**src/rtl/operand_fetch.sv**
```systemverilog
// Operand fetch stage: reads two sources from the register file and bypasses a same-cycle write.
// It holds one operand bundle and refreshes held operands from snooped writes while stalled.
module operand_fetch #(
  parameter int Bit_Width        = 16,
  parameter int Number_Registers = 8,
  parameter int Register_Select  = 3
) (
  input  logic                       clk,
  input  logic                       rst,
  input  logic                       Req_Valid,
  output logic                       Req_Ready,
  input  logic [Register_Select-1:0] Req_Src_A,
  input  logic [Register_Select-1:0] Req_Src_B,
  input  logic [Register_Select-1:0] Req_Dst,
  output logic [Register_Select-1:0] Source_A,
  output logic [Register_Select-1:0] Source_B,
  input  logic [Bit_Width-1:0]       Data_A,
  input  logic [Bit_Width-1:0]       Data_B,
  input  logic                       Write_Enable,
  input  logic [Register_Select-1:0] Write_Destination,
  input  logic [Bit_Width-1:0]       Data_Destination,
  output logic                       Op_Valid,
  input  logic                       Op_Ready,
  output logic [Bit_Width-1:0]       Op_A,
  output logic [Bit_Width-1:0]       Op_B,
  output logic [Register_Select-1:0] Op_Dst,
  output logic [7:0]                 Stall_Count
);

  typedef enum logic {EMPTY = 1'b0, FULL = 1'b1} state_t;

  localparam int unsigned NREG = Number_Registers;

  state_t                     state_q, state_d;
  logic [Bit_Width-1:0]       op_a_q, op_a_d;
  logic [Bit_Width-1:0]       op_b_q, op_b_d;
  logic [Register_Select-1:0] op_dst_q, op_dst_d;
  logic [Register_Select-1:0] src_a_q, src_a_d;
  logic [Register_Select-1:0] src_b_q, src_b_d;
  logic [7:0]                 stall_q, stall_d;

  logic accept;
  logic stalled;
  logic wr_live;

  assign Source_A    = Req_Src_A;
  assign Source_B    = Req_Src_B;
  assign Op_A        = op_a_q;
  assign Op_B        = op_b_q;
  assign Op_Dst      = op_dst_q;
  assign Stall_Count = stall_q;

  // Writes outside the physical file cannot alias any real source register.
  assign wr_live = Write_Enable && (32'(Write_Destination) < NREG);

  always_comb begin
    state_d   = state_q;
    Req_Ready = 1'b1;
    Op_Valid  = 1'b0;
    case (state_q)
      EMPTY: begin
        Req_Ready = 1'b1;
        if (Req_Valid) state_d = FULL;
      end
      FULL: begin
        Op_Valid  = 1'b1;
        Req_Ready = Op_Ready;
        if (Op_Ready && !Req_Valid) state_d = EMPTY;
      end
      default: state_d = EMPTY;
    endcase
    accept  = Req_Valid && Req_Ready;
    stalled = (state_q == FULL) && !Op_Ready;
  end

  always_comb begin
    op_a_d   = op_a_q;
    op_b_d   = op_b_q;
    op_dst_d = op_dst_q;
    src_a_d  = src_a_q;
    src_b_d  = src_b_q;
    stall_d  = stall_q;
    if (accept) begin
      op_a_d   = (wr_live && Write_Destination == Req_Src_A) ? Data_Destination : Data_A;
      op_b_d   = (wr_live && Write_Destination == Req_Src_B) ? Data_Destination : Data_B;
      op_dst_d = Req_Dst;
      src_a_d  = Req_Src_A;
      src_b_d  = Req_Src_B;
    end else if (stalled) begin
      // Keep a parked bundle coherent with later writes to its sources.
      if (wr_live && Write_Destination == src_a_q) op_a_d = Data_Destination;
      if (wr_live && Write_Destination == src_b_q) op_b_d = Data_Destination;
    end
    if (stalled && stall_q != 8'hFF) stall_d = stall_q + 8'd1;
  end

  always_ff @(posedge clk) begin
    if (rst) begin
      state_q  <= EMPTY;
      op_a_q   <= '0;
      op_b_q   <= '0;
      op_dst_q <= '0;
      src_a_q  <= '0;
      src_b_q  <= '0;
      stall_q  <= '0;
    end else begin
      state_q  <= state_d;
      op_a_q   <= op_a_d;
      op_b_q   <= op_b_d;
      op_dst_q <= op_dst_d;
      src_a_q  <= src_a_d;
      src_b_q  <= src_b_d;
      stall_q  <= stall_d;
    end
  end

endmodule
```
**config.mk**
```make
export PLATFORM = sky130hd
export DESIGN_NAME = operand_fetch
export DESIGN_NICKNAME = d
export VERILOG_FILES = /design/src/rtl/operand_fetch.sv
export SDC_FILE = /design/constraint.sdc
export NUM_CORES = 1
export LEC_CHECK = 0
export ABC_AREA = 1
export BUFFER_PORTS_ARGS = -buffer_cell sky130_fd_sc_hd__buf_2
export CORE_MARGIN = 2
export CORE_UTILIZATION = 50
export CTS_CLUSTER_SIZE = 28
export DETAILED_ROUTE_END_ITERATION = 8
export GPL_ROUTABILITY_DRIVEN = 0
export HOLD_SLACK_MARGIN = 0.1
export PLACE_DENSITY_LB_ADDON = 0.12
export SLEW_MARGIN = 20
export SYNTH_ARGS = -nofsm -noshare
export SYNTH_HDL_FRONTEND = slang
export SYNTH_SLANG_ARGS = --single-unit
export TNS_END_PERCENT = 5
```
**constraint.sdc**
```tcl
create_clock -name clk -period 1.79 [get_ports clk]
set_clock_uncertainty 0.15 [all_clocks]
set_input_delay 0.179 -clock clk [delete_from_list [all_inputs] [get_ports clk]]
set_output_delay 0.179 -clock clk [all_outputs]
set_load 0.01 [all_outputs]
```
Word-level counts from Yosys, hierarchy flattened. Cells that the tools add are included.

Flip-flop bits (word level): 50. Bits in latches: 0. Memory bits (writable): 0. Memory bits (read-only): 0. Output and inout port bits: 51. Word-level logic and storage cells: 42. Memories: 0.

$add $sub $neg: 1. Multipliers: 0. Div/mod/pow operators: 0. Magnitude comparators: 0. Eq/ne operators: 5. Shift-type cells: 0. Mux-type cells: 13. Bitwise logic cells: 1. Reduce and logical (&&, ||, !) cells: 15.

Operators with widths (number): 16-bit two-way mux (8); 3-bit equality test (4); 8-bit by 1-bit adder with 8-bit output (second input constant) (1); 1-bit logical AND (8); 8-bit inequality test (second input constant) (1); 2-bit nonzero test (3); 1-bit one-hot mux with 2 select lines (2); 2-bit AND reduction (2); 1-bit two-way mux (3); 1-bit zero test (2); 1-bit inverter (1).

Longest topological paths before layout. Gate-level depths: netlist of run 1.

Depth after elaboration: 5. Gate-level depth with buffers: 11. Mapped depth without buffers: 10.

Worst setup path after synthesis of run 1. OpenSTA, ideal clock, no wires.

Path type: reg2reg. From: reg stall_q[0], in the netlist Stall_Count[0]. To: reg stall_q[0], in the netlist Stall_Count[0]. Library setup time: 0.126 ns. Arrival time: 1.332 ns. Required time: 1.514 ns. Setup slack: 0.182 ns. Stages on the path, launching flop included: 10. Path buffers: 1. Path through: dfxtp_1 > ha_1 > nand3_1 > nor2_1 > nand2_1 > nand2_2 > inv_1 > buf_6 > o21ai_0 > a21oi_1.

Word-level cells in the longest chain between the ends: 2.

RTL lines: start, declared (line 40) `logic [7:0] stall_q, stall_d;`; start signal, assigned (line 113) `stall_q <= stall_d;`; branches (longest 2 deep; another with 8-bit by 1-bit adder with 8-bit output).

Several ways; the timed one is not identified. A chain may end at the register's enable or synchronous reset.

Worst setup path after layout of run 1.
From: in Req_Src_B[2]. To: reg op_b_q[7], in the netlist Op_B[7].

Word-level cells in the longest chain between the ends: 4.

RTL lines: start, declared (line 13) `input logic [Register_Select-1:0] Req_Src_B,`; 3-bit equality test (line 85) `op_b_d = (wr_live && Write_Destination == Req_Src_B) ? Data_Destination : Data_B;`; 1-bit logical AND (line 85); 16-bit two-way mux (line 85); 16-bit two-way mux (line 83) `if (accept) begin`; end signal, assigned (line 109) `op_b_q <= op_b_d;`; end, declared (line 36) `logic [Bit_Width-1:0] op_b_q, op_b_d;`.

Every way passes these cells.

==> qor.csv, run 1 <==
stage,metric,value,unit
job,Max-Cap Viols,0,
floorplan,Die ar.,7050,µm²
setup_path,crit path DAT,1.75,ns
timing,Final period util,94.9,%
route,Final ANT Viol Nets,0,
grt,largest net degree at the start of global routing,36,
timing,Peak Freq,0.589,GHz
grt,first-pass GRT wire length,14500,µm
placed_design,DP Wirelength,5740,µm
route,drt wl/cell,12.2,µm
timing,final worst slack,0.0915,ns
route,DRC marker count from the first detailed-route iteration,148,
route,DR pass1 iterations,4,
logic_synthesis,Area contributors post-synth,"dfxtp_1 31%, nand2_1 17%, inv_1 11%",
logic_synthesis,register area share after synthesis,31.3,%
power,power density cells,614,nW/µm²
clock_network,clock root cell,clkbuf_8,
setup_path,CP Launch Point,Req_Src_B[2],
timing,Post-Route Setup TNS,0,ns
setup_path,Crit Path Class,in -> reg,
timing,fin. max-slew vios,0,
floorplan,num ports,116,
floorplan,initial core utilization,50.9,%
logic_synthesis,YS warnings,0,
grt,Global Route Usage Sum,25.0,%
placed_design,input/output buffers,115,
setup_path,Worst Setup EP,Op_B[7],
timing,Max-slew headroom,69.2,%
clock_network,level count of the clock H-tree,2,
logic_synthesis,share of flip-flops with an asynchronous set or reset,0,%
timing,Worst-Margin Slew,0.460,ns
run_status,status,"complete, no violations",
hold_path,Hold WC Path Type,in -> reg,
setup_path,Critical-path top delay cell,dlygate4sd3_1,
clock_network,CTS sink cnt,50,
power,Peak supply drop,0.469,mV
power,Overall Power,2.68,mW
floorplan,Die Wd,83.9,µm
logic_synthesis,Syn Nets,555,
setup_path,crit path capture type,flop,
setup_path,"Critical Path, Cell by Cell","dlygate4sd3_1, buf_2, nand2_1, nand2_1, nor2_1, nand2_4, nand2_8, nand2_1, nand2_1, a21oi_2",
timing,Tmin final,1.70,ns
logic_synthesis,number of synthesized flops with an enable pin,0,
setup_path,r2r setup slk,0.13,ns
logic_synthesis,Netlist cell types,23,
route,via count,3451,
floorplan,CORE AREA,6280,µm²
logic_synthesis,Seq cells post-synth,50,
clock_network,CTS buffer count,5,
final_layout,Fillers,543,
clock_network,CTS tree,done,
grt,via count of the first global-routing pass,3245,
final_layout,# diodes,0,
setup_path,crit path max fanout,17,
grt,antenna violations before repair,0,
logic_synthesis,area of the mapped netlist,3200,µm²
setup_path,crit start category,input pin,
final_layout,layout net count,713,
power,Leak Pwr,2.47,nW
floorplan,num rows,29,
final_layout,layout cell share with drive strength beyond 1,29.8,%
route,DRC,0,
route,drt total wl,8830,µm
setup_path,most common cell type on the critical path,nand2_1,
final_layout,"Core Util, Final",69.6,%
logic_synthesis,Syn Area/Cell,6.53,µm²
logic_synthesis,Yosys top cell area share,31.3,%
setup_path,CP Data Required Time,1.84,ns
logic_synthesis,post-synthesis instance total,489,
route,DR vias/cell,4.77,
setup_path,reg2reg path depth,9,
clock_network,worst skew pair latency,0.30,ns
grt,total grt overflow,0,
setup_path,Reg2Reg Launch Point,state_q,
clock_network,clock transition at the registers of the reported paths,0.08,ns
timing,final hold violation count,0,
final_layout,Synth-to-Final Area Change,36.7,%
clock_network,Post-CTS Setup Bufs,0,
timing,final count of negative-setup-slack endpoints,0,
setup_path,CP max stage delay,0.53,ns
setup_path,reg2reg end,Op_B[15],
logic_synthesis,"area leader, netlist",dfxtp_1,
placed_design,"worst slack, placed",0.0857,ns
logic_synthesis,ys flop type,dfxtp_1,
clock_network,clock buffer depth,2,
floorplan,Die Y,83.9,µm
layout by cell type, fill, tap and decap left out, types with 12 or more instances in the layout:
master	count
nand2_1	141
buf_2	115
inv_1	94
dlygate4sd3_1	52
nand3_1	49
dfxtp_1	48
nor2_1	26
a21oi_1	22
nand3_2	20
a21oi_2	20
o21ai_0	12
layer usage:
layer	GRT usage (%)	part of all wire [%]	vias up
li1	-	-	1791
met4	7.33	1.8	0
met1	31.2	43	1520
met3	4.65	6.1	17
met5	0	0	-
met2	43.6	49	123
Yosys cell counts (8+ instances only):
library cell  instances
dfxtp_1              50
a21oi_1              22
nand2_1             141
nor2_1               26
buf_2                 8
inv_1                95
o21ai_0              13
nand3_1              49
buf_6                12
nand3_2              20
buf_4                 8
a21oi_2              20
through the flow:
| step | area [µm²] | instances | hold slack (ns) |
|---|---|---|---|
| 3_3_place_gp | 3740 | 664 | 0.253 |
| 3_5_place_dp | 3740 | 664 | 0.261 |
| 5_1_grt | 4370 | 724 | 0.128 |
| 4_1_cts | 4340 | 723 | 0.102 |
| 2_1_floorplan | 3200 | 489 | 0.0981 |
| 6_report | 4370 | 724 | 0.104 |
sequential cells by signal, indices dropped and copies added (netlist names):
name / count
Op_A: 16
Op_B: 16
Op_Dst: 3
Stall_Count: 8
src_a_q: 3
src_b_q: 3
state_q: 1
cell families after synthesis:
logic type      share of synthesized area, %
simple gates                            37.5
buf+inv                                 19.0
compound gates                          11.3
flops                                   31.3
xor+xnor                               0.548
fa+ha+maj                              0.391
power by group:
group | leakage [nW] | total, mW | switching, mW | internal [mW]
clock network | 0.0383 | 0.627 | 0.357 | 0.270
logic | 2.01 | 0.808 | 0.441 | 0.367
registers | 0.415 | 1.25 | 0.0497 | 1.20
total | 2.47 | 2.68 | 0.848 | 1.83
worst min path at each step:
stage | slack, ns | start | to | depth (start not counted)
after floorplan | 0.1 | rst | Stall_Count[3] | 1
after global placement | 0.25 | Req_Dst[1] | Op_Dst[1] | 3
after detailed placement | 0.26 | Req_Dst[1] | Op_Dst[1] | 3
after CTS | 0.10 | Data_A[5] | Op_A[5] | 5
after global routing | 0.13 | Data_A[11] | Op_A[11] | 5
final | 0.10 | Data_A[11] | Op_A[11] | 5
worst max-delay path: cells and delay by family:
family / cells / cell delay [ns]
compound gates: 1 / 0.05
buf+inv: 2 / 0.67
simple gates: 7 / 0.83
what timing repair did:
action / in CTS / in global routing
hold buffers: 52 / 0
resized for setup: 0 / 9
endpoints found under the hold margin: 42 / 0
setup endpoints to repair: 0 / 21
final cells by class:
type	count	area [µm²]	area share (%)
tap	77	96.3	2.21
clock buffer	7	76.3	1.75
multi-input combinational	312	1600	36.7
sequential	50	1010	23.0
timing repair inverter	1	7.51	0.172
timing repair buffer	178	1200	27.5
inverter	99	375	8.59
(Power assumes the default switching activity.)
==> run 2, diff against run 1 <==
==> constraint.sdc (replaced) <==
create_clock -name clk -period 1.79 [get_ports clk]
set_clock_uncertainty 0.15 [all_clocks]
set_input_delay 0.4475 -clock clk [delete_from_list [all_inputs] [get_ports clk]]
set_output_delay 0.4475 -clock clk [all_outputs]
set_load 0.01 [all_outputs]
==> run 2 against run 1 <==
Against the previous run: global-route usage fell by 2.7 points; count of clock-buffer cells in the layout did not move; sequential power barely moved; first-iteration DRC count fell by 2.7%; routed wire length fell by 11%; final cell count fell by 5.8%; cell area fell by 8.6%; setup slack improved by 0.034 ns; largest cell class unchanged.
==> qor.csv, run 2 (same netlist as run 1, synthesis figures left out) <==
stage,metric,value,unit,change
timing,Fin Hold WS,0.218,ns,was 0.104 ns
hold_path,hold path depth,3,,was 5
route,drt total wl,7900,µm,was 8830 µm
setup_path,crit path capture type,output pin,,was flop
power,Logic pwr share,26.6,%,was 30.1%
clock_network,worst skew pair latency,0.30,ns,about the same
timing,final count of negative-setup-slack endpoints,0,,unchanged
floorplan,Die Y,83.9,µm,unchanged
hold_path,WHS Endpoint,Op_Dst[0],,was Op_A[11]
floorplan,num rows,29,,unchanged
timing,Peak Freq,0.601,GHz,was 0.589 GHz
clock_network,level count of the clock H-tree,2,,unchanged
floorplan,Die Wd,83.9,µm,unchanged
hold_path,min-delay src,Req_Dst[0],,was Data_A[11]
setup_path,Reg2Reg Launch Point,Stall_Count[0],,was state_q
final_layout,"commonest non-fill, non-tap cell in the layout",nand2_1,,unchanged
placed_design,input/output buffers,115,,unchanged
hold_path,Hold WC Path Type,in -> reg,,unchanged
clock_network,clock root cell,clkbuf_8,,unchanged
setup_path,crit path max fanout,4,,was 17
setup_path,reg2reg end,Stall_Count[5],,was Op_B[15]
grt,via count of the first global-routing pass,3054,,was 3245
timing,final worst slack,0.125,ns,was 0.0915 ns
setup_path,crit start category,flop,,was input pin
power,clock power share,28.6,%,was 23.4%
final_layout,layout net count,670,,was 713
grt,largest net degree at the start of global routing,35,,was 36
timing,fin. max-slew vios,0,,unchanged
grt,Global Route Usage Sum,22.3,%,was 25.0%
setup_path,Crit Path Class,reg -> out,,was in -> reg
setup_path,reg2reg path depth,10,,was 9
clock_network,CTS sink cnt,50,,unchanged
timing,Worst-Margin Slew,0.247,ns,was 0.460 ns
floorplan,initial core utilization,50.9,%,unchanged
route,DRC,0,,unchanged
timing,Post-Route Setup TNS,0,ns,unchanged
timing,final hold violation count,0,,unchanged
route,DRC marker count from the first detailed-route iteration,144,,was 148
timing,Final period util,93.0,%,was 94.9%
power,Peak supply drop,0.443,mV,was 0.469 mV
placed_design,"worst slack, placed",0.0508,ns,was 0.0857 ns
timing,Tmin final,1.66,ns,was 1.70 ns
power,power density cells,695,nW/µm²,was 614 nW/µm²
power,Reg power frac,44.8,%,was 46.5%
power,Sw Share,30.4,%,was 31.6%
timing,Max-slew headroom,83.5,%,was 69.2%
floorplan,CORE AREA,6280,µm²,unchanged
route,DR vias/cell,4.73,,was 4.77
setup_path,CP Data Required Time,1.19,ns,was 1.84 ns
clock_network,clock transition at the registers of the reported paths,0.09,ns,was 0.08 ns
setup_path,crit path DAT,1.07,ns,was 1.75 ns
placed_design,DP Wirelength,5970,µm,was 5740 µm
final_layout,Synth-to-Final Area Change,25.0,%,was 36.7%
power,Leak Pwr,2.33,nW,was 2.47 nW
job,Max-Cap Viols,0,,unchanged
power,Psw,844,µW,was 848 µW
clock_network,CTS tree,done,,unchanged
route,via count,3227,,was 3451
floorplan,num ports,116,,unchanged
clock_network,clock buffer depth,2,,unchanged
power,Int Pwr,1.93,mW,was 1.83 mW
final_layout,"commonest cells after routing, fill and taps aside","141 x nand2_1, 116 x buf_2, 94 x inv_1",,"was 141 x nand2_1, 115 x buf_2, 94 x inv_1"
route,drt wl/cell,11.6,µm,was 12.2 µm
run_status,status,"complete, no violations",,unchanged
grt,antenna violations before repair,0,,unchanged
final_layout,# diodes,0,,unchanged
final_layout,layout cell share with drive strength beyond 1,33.7,%,was 29.8%
route,DR pass1 iterations,5,,was 4
grt,first-pass GRT wire length,13100,µm,was 14500 µm
setup_path,r2r setup slk,0.13,ns,about the same
route,Final ANT Viol Nets,0,,unchanged
grt,total grt overflow,0,,unchanged
clock_network,CTS buffer count,5,,unchanged
floorplan,Die ar.,7050,µm²,unchanged
==> run 2: cell types whose count changed in the layout (fill, tap and decap cells not counted) <==
cell           delta
dlygate4sd3_1    -52
buf_12            +5
buf_4             +4
buf_2             +1
bufinv_16         +1
clkinvlp_4        -1
nand2_2           +1
nand2_8           -1
nor2_1            -1
nor2_2            +1
o21ai_0           +1
o21ai_1           -1
==> run 2: final cells by class <==
class	instances	area, µm²
fill	619	2280
tap	77	96.3
inverter	99	375
sequential	50	1010
timing repair buffer	136	818
clock inverter	1	30.0
multi-input combinational	312	1590
clock buffer	7	76.3
==> run 2: repair_timing <==
item	CTS	global route
setup endpoints to repair	0	4
hold endpoints to repair	0	0
buffers inserted	0	2
gates resized for setup	0	7
hold buffers	0	0
==> run 2: worst max-delay path by stage <==
stage	start	end	slack, ns	cells after the start
CTS	state_q	Req_Ready	0.10	4
global route	Stall_Count[0]	Stall_Count[5]	-0.006	10
finish	state_q	Req_Ready	0.13	4
global placement	Write_Destination[2]	Op_B[11]	0.09	9
detailed placement	Write_Destination[2]	Op_B[7]	0.05	9
floorplan	Stall_Count[0]	Stall_Count[0]	0.18	9
==> run 2: through the flow <==
step / power [mW] / instances / area [µm²] / util (%)
2_1_floorplan: 1.76 / 489 / 3200 / -
3_3_place_gp: 1.99 / 672 / 3860 / 61.5
3_5_place_dp: 2.01 / 672 / 3860 / 61.5
4_1_cts: 2.80 / 680 / 3970 / 63.2
5_1_grt: 2.93 / 682 / 4000 / 63.6
6_report: 2.78 / 682 / 4000 / 63.6
==> run 2: worst max-delay path, stage by stage (launching register included) <==
cell and delay, ns:
dfxtp_1 0.33, inv_1 0.06, nor2_4 0.17, inv_1 0.07
buf_2 0.14
==> run 2: power groups by stage <==
stage,clock (mW),combinational (mW),sequential (mW)
floorplan,0,0.456,1.30
global placement,0,0.727,1.27
detailed placement,0,0.741,1.27
CTS,0.809,0.744,1.24
global route,0.847,0.828,1.25
finish,0.793,0.740,1.24
==> run 2: routing by layer <==
layer,share of wire (%),routed length [µm],vias to the layer above,track usage (%)
met2,47,3710,102,38.6
met1,46,3610,1404,27.9
met3,6.3,496,8,4.75
met5,0,0,-,0
li1,-,-,1713,-
met4,0.97,77,0,6.01
